<file path="src/rtl/ab_input_conditioner_pkg.sv">
// Shared types and defaults for the A/B switch input conditioner.
// Latency: n/a (package only).
// Backpressure: n/a (package only).
// Contents: per-channel FSM state encoding and default parameter values.
package abcond_pkg;

    // Per-channel debounce FSM states.
    typedef enum logic {
        ST_STABLE = 1'b0,   // synchronized input agrees with the output level
        ST_PEND   = 1'b1    // input differs; qualifying the new level
    } state_e;

    localparam int DEB_CYCLES_DEF = 4;
    localparam int CNT_W_DEF      = 8;

endpackage : abcond_pkg

</file>
<file path="src/rtl/ab_input_conditioner_if.sv">
// Signal bundle between the raw switch source and the input conditioner.
// Latency: n/a (wires only).
// Backpressure: none; levels and pulses are free-running.
// master: drives a_raw/b_raw, observes conditioned levels and edge pulses.
// slave : the conditioner; consumes raw inputs, drives A/B and pulses.
interface ab_input_conditioner_if;
    logic a_raw;
    logic b_raw;
    logic A;
    logic B;
    logic a_rise;
    logic a_fall;
    logic b_rise;
    logic b_fall;

    modport master (
        output a_raw, b_raw,
        input  A, B, a_rise, a_fall, b_rise, b_fall
    );

    modport slave (
        input  a_raw, b_raw,
        output A, B, a_rise, a_fall, b_rise, b_fall
    );
endinterface : ab_input_conditioner_if

</file>
<file path="src/rtl/ab_input_conditioner_debounce_channel.sv">
// One switch channel: synchronizer, debounce counter/FSM, registered edge pulses.
// Latency: raw-to-level DEB_CYCLES+3 edges with ABCOND_SYNC2_EN, else DEB_CYCLES+2.
// Backpressure: none; input sampled every cycle.
// Ports: clk, reset (async active-low), raw (async switch), level (debounced),
//        rise/fall (one-cycle pulses coincident with the new level).
// Build option: ABCOND_SYNC2_EN selects a two-flop synchronizer in front of the FSM.
module debounce_channel
    import abcond_pkg::*;
#(
    parameter int DEB_CYCLES = DEB_CYCLES_DEF,  // 1..255
    parameter int CNT_W      = CNT_W_DEF        // 2**CNT_W > DEB_CYCLES
) (
    input  logic clk,
    input  logic reset,
    input  logic raw,
    output logic level,
    output logic rise,
    output logic fall
);

    localparam logic [CNT_W-1:0] CNT_TGT = CNT_W'(DEB_CYCLES);
    localparam logic [CNT_W-1:0] CNT_ONE = CNT_W'(1);

    // s_q is the clock-aligned sample the FSM acts on.
    logic s_q;

`ifdef ABCOND_SYNC2_EN
    logic meta_q;

    always_ff @(posedge clk or negedge reset) begin
        if (!reset) begin
            meta_q <= 1'b0;
            s_q    <= 1'b0;
        end else begin
            meta_q <= raw;
            s_q    <= meta_q;
        end
    end
`else
    always_ff @(posedge clk or negedge reset) begin
        if (!reset) begin
            s_q <= 1'b0;
        end else begin
            s_q <= raw;
        end
    end
`endif

    state_e           state_q, state_d;
    logic [CNT_W-1:0] cnt_q,   cnt_d;
    logic             level_q, level_d;
    logic             rise_q,  rise_d;
    logic             fall_q,  fall_d;

    always_ff @(posedge clk or negedge reset) begin
        if (!reset) begin
            state_q <= ST_STABLE;
            cnt_q   <= '0;
            level_q <= 1'b0;
            rise_q  <= 1'b0;
            fall_q  <= 1'b0;
        end else begin
            state_q <= state_d;
            cnt_q   <= cnt_d;
            level_q <= level_d;
            rise_q  <= rise_d;
            fall_q  <= fall_d;
        end
    end

    // The counter only counts while PENDING and is cleared on every exit,
    // so it never exceeds DEB_CYCLES and any bounce restarts from zero.
    always_comb begin
        state_d = state_q;
        cnt_d   = cnt_q;
        level_d = level_q;
        rise_d  = 1'b0;
        fall_d  = 1'b0;
        case (state_q)
            ST_STABLE: begin
                cnt_d = '0;
                if (s_q != level_q) begin
                    state_d = ST_PEND;
                    cnt_d   = CNT_ONE;
                end
            end
            ST_PEND: begin
                if (s_q == level_q) begin
                    state_d = ST_STABLE;
                    cnt_d   = '0;
                end else if (cnt_q == CNT_TGT) begin
                    // Qualified: commit the level and flag the edge in the same cycle.
                    state_d = ST_STABLE;
                    cnt_d   = '0;
                    level_d = s_q;
                    rise_d  = s_q;
                    fall_d  = ~s_q;
                end else begin
                    cnt_d = cnt_q + CNT_ONE;
                end
            end
            default: begin
                state_d = ST_STABLE;
                cnt_d   = '0;
            end
        endcase
    end

    assign level = level_q;
    assign rise  = rise_q;
    assign fall  = fall_q;

endmodule : debounce_channel

</file>
<file path="src/rtl/ab_input_conditioner.sv">
// Conditions raw A/B switches into clean clock-aligned levels plus edge pulses.
// Latency: DEB_CYCLES+3 edges raw-to-level with ABCOND_SYNC2_EN, else DEB_CYCLES+2.
// Backpressure: none; both channels run every cycle, independently.
// Ports: clk, reset (async active-low), io (slave side of ab_input_conditioner_if:
//        a_raw/b_raw in; A/B levels and a_/b_ rise/fall pulses out).
// Build option: ABCOND_SYNC2_EN (two-flop synchronizer per channel).
module ab_input_conditioner
    import abcond_pkg::*;
#(
    parameter int DEB_CYCLES = DEB_CYCLES_DEF,
    parameter int CNT_W      = CNT_W_DEF
) (
    input  logic                         clk,
    input  logic                         reset,
    ab_input_conditioner_if.slave        io
);

    debounce_channel #(
        .DEB_CYCLES (DEB_CYCLES),
        .CNT_W      (CNT_W)
    ) u_ch_a (
        .clk   (clk),
        .reset (reset),
        .raw   (io.a_raw),
        .level (io.A),
        .rise  (io.a_rise),
        .fall  (io.a_fall)
    );

    debounce_channel #(
        .DEB_CYCLES (DEB_CYCLES),
        .CNT_W      (CNT_W)
    ) u_ch_b (
        .clk   (clk),
        .reset (reset),
        .raw   (io.b_raw),
        .level (io.B),
        .rise  (io.b_rise),
        .fall  (io.b_fall)
    );

endmodule : ab_input_conditioner

</file>
<file path="src/flat_wrapper.sv">
// flat-port wrapper written by rule: the top's interface ports become plain ports
module ab_input_conditioner_flat import abcond_pkg::*;
#(
    parameter int DEB_CYCLES = DEB_CYCLES_DEF,
    parameter int CNT_W      = CNT_W_DEF
)
  (clk, reset, io_a_raw, io_b_raw, io_A, io_B, io_a_rise, io_a_fall, io_b_rise, io_b_fall);
  ab_input_conditioner_if io_i ();
  input  logic clk;
  input  logic reset;
  input wire logic [$bits(io_i.a_raw)-1:0] io_a_raw;
  input wire logic [$bits(io_i.b_raw)-1:0] io_b_raw;
  output wire logic [$bits(io_i.A)-1:0] io_A;
  output wire logic [$bits(io_i.B)-1:0] io_B;
  output wire logic [$bits(io_i.a_rise)-1:0] io_a_rise;
  output wire logic [$bits(io_i.a_fall)-1:0] io_a_fall;
  output wire logic [$bits(io_i.b_rise)-1:0] io_b_rise;
  output wire logic [$bits(io_i.b_fall)-1:0] io_b_fall;
  assign io_i.a_raw = io_a_raw;
  assign io_i.b_raw = io_b_raw;
  assign io_A = io_i.A;
  assign io_B = io_i.B;
  assign io_a_rise = io_i.a_rise;
  assign io_a_fall = io_i.a_fall;
  assign io_b_rise = io_i.b_rise;
  assign io_b_fall = io_i.b_fall;
  ab_input_conditioner #(.DEB_CYCLES(DEB_CYCLES), .CNT_W(CNT_W)) u_core (.clk(clk), .reset(reset), .io(io_i));
endmodule
</file>
<file path="config.mk">
export PLATFORM = sky130hd
export DESIGN_NAME = ab_input_conditioner_flat
export DESIGN_NICKNAME = d
export VERILOG_FILES = /design/src/rtl/ab_input_conditioner_pkg.sv /design/src/rtl/ab_input_conditioner_if.sv /design/src/rtl/ab_input_conditioner_debounce_channel.sv /design/src/rtl/ab_input_conditioner.sv /design/src/flat_wrapper.sv
export SDC_FILE = /design/constraint.sdc
export NUM_CORES = 1
export LEC_CHECK = 0
export CORE_MARGIN = 2
export CORE_UTILIZATION = 44
export CTS_CLUSTER_SIZE = 16
export DETAILED_ROUTE_END_ITERATION = 8
export PLACE_DENSITY = 0.72
export SYNTH_ARGS = -nofsm -noshare
export SYNTH_HDL_FRONTEND = slang
export SYNTH_SLANG_ARGS = --single-unit
</file>
<file path="constraint.sdc">
create_clock -name clk -period 2.8 [get_ports clk]
set_clock_uncertainty 0.15 [all_clocks]
set_input_delay 0.42 -clock clk [delete_from_list [all_inputs] [get_ports clk]]
set_output_delay 0.42 -clock clk [all_outputs]
set_load 0.1 [all_outputs]
</file>
==> metrics.txt <==
CP max FO 4; total track usage 15.4%; Place WS 1.05 ns; period utilization 63.4%; WP data required 2.87 ns; top flop regs u_core.u_ch_a.cnt_q x8, u_core.u_ch_b.cnt_q x8; Core ar. 2690 um2; # fillers 246; Leak 0.592 nW; max cap viols 0; FF/Latch Area 651 um2; PD cells 656 nW/um2; relative slew slack 69.8%; deepest clock path buffer count 2; fin. max-slew vios 0; post-CTS repair timing setup buffer count 0; PnR worst setup slack 1.02 ns; Num CTS Buffers 3; most common cell after layout, fill and taps aside dfrtp_1; Syn-to-layout area delta 12.0%; min-delay worst type input port to asynchronous set/reset pin; setup violation total in the final timing report 0; syn nets 122; vias 873; drt total wl 2110 um; Std-Cell Rows 19; register area share after synthesis 53.4%; multi-input logic area 531 um2; first-pass GRT wire length 3810 um; ANT cells 0; top cell type's share of synthesized area 53.4%; Clock Root Buffer clkbuf_4; HPWL Detailed 1570 um; most frequent cells in the layout 26 x dfrtp_1, 9 x a21oi_1, 8 x nand3_1, 8 x nor2_1; Tot Pwr 895 uW; status completed; finished layout cell area 1370 um2; vias per cell 5.53; die width 56.6 um; placer congestion estimate 0.807; number of hold buffers added after CTS 0; fin nets 136; Worst EP arrival 1.84 ns; TNS Setup 0 ns; kind of critical path flop to flop; CP Launch Type flop; htree depth 1; largest net degree at the start of global routing 27; Non-Filler Instances 158; drc violations 0; WHS 0.287 ns; Port Buffers 9; ANT nets after route 0; Hold Vio Cnt, Final 0; worst skew pair latency 0.32 ns; antenna violations before repair 0; # IOs 10; reg2reg path depth 5; TritonCTS Sinks 26; Synth Warn # 0; Crit. End Element flop; placed cell areas 1330 um2; Starting DRT DRC Count 18; Netlist Area Pre-Place 1220 um2; Reg clk slew, reported paths 0.14 ns; drt pass-1 iters 4; f_max 563 MHz; CTS tree done; synth unique cells 29; Post-Syn Area per Cell 10.7 um2; Peak supply drop 543 uV; worst-margin pin slew 0.450 ns; GR Overflow Total 0; Period minus WS final 1.78 ns; layout cells sized above 1 13.4%; post_cts resized 0; Die ar. 3210 um2; RSZ-0062 raised after global routing false; cell count after placement 154; Starting Density 45.4%; Routed WL per cell 13.4 um; Synth area leaders dfrtp_1 53%, ha_1 4.1%, a21oi_1 3.7%; Seq cells post-synth 26; vias in the first global route 864; Core Util, Final 50.8%; area leader, netlist dfrtp_1; Die H 56.6 um; post-synthesis cell count 114
## Yosys cell counts, drive strengths merged
master and n:
a211o 1, a21oi 9, a31oi 1, and3 1, and4 1, buf 1
dfrtp 26, ha 4, inv 7, mux2 2, nand2 7, nand3 8
nand4 2, nand4bb 1, nor2 8, nor3 4, nor3b 1, nor4b 2
o211ai 2, o21ai 8, or3 7, or3b 1, or4b 1, xnor2 4
xor2 5
## report_power, final
group	switching [mW]	internal [mW]	total [mW]
clock	0.111	0.0796	0.190
combinational	0.158	0.0821	0.241
sequential	0.0495	0.415	0.464
## path summary, 6_finish.rpt
path | from | to | slack [ns]
max reg2reg | u_core.u_ch_a.cnt_q[0] | u_core.u_ch_a.level | 1.02
min in group clk | io_b_raw | u_core.u_ch_b.s_q | 0.36
min reg2reg | u_core.u_ch_b.state_q | u_core.u_ch_b.cnt_q[0] | 0.38
max | u_core.u_ch_a.cnt_q[0] | u_core.u_ch_a.level | 1.02
min | reset | u_core.u_ch_b.fall | 0.29
max in group asynchronous | reset | u_core.u_ch_a.cnt_q[2] | 1.97
## cells by family after synthesis
family	synth area share, %
and+or+nand+nor	21.2
DFF	53.4
AOI/OAI and AO/OA	9.96
xor gates and xnor gates	6.47
buffers and inverters	3.08
adders and majority gates	4.11
muxes	1.85
## per-layer routing
| metal | track usage [%] | share of wire [%] | vias up |
|---|---|---|---|
| li1 | - | - | 431 |
| met1 | 20.1 | 47 | 427 |
| met3 | 2.07 | 2.4 | 4 |
| met2 | 23.8 | 48 | 11 |
| met4 | 10.2 | 1.9 | 0 |
| met5 | 0 | 0 | - |
## layout make-up
type / instances / share of cell area [%]
Tap cell: 31 / 2.84
Inverter: 7 / 1.92
Sequential cell: 26 / 47.7
Clock buffer: 4 / 2.66
Multi-Input combinational cell: 80 / 38.9
Timing Repair Buffer: 10 / 6.05
## worst max-delay path, stage by stage (launching register included)
cell and delay [ns]:
dfrtp_1 0.42, inv_1 0.08, ha_1 0.15, nor3b_1 0.40
nand3_1 0.14, mux2_1 0.33
Note: power is estimated with default switching activity, not from simulation.
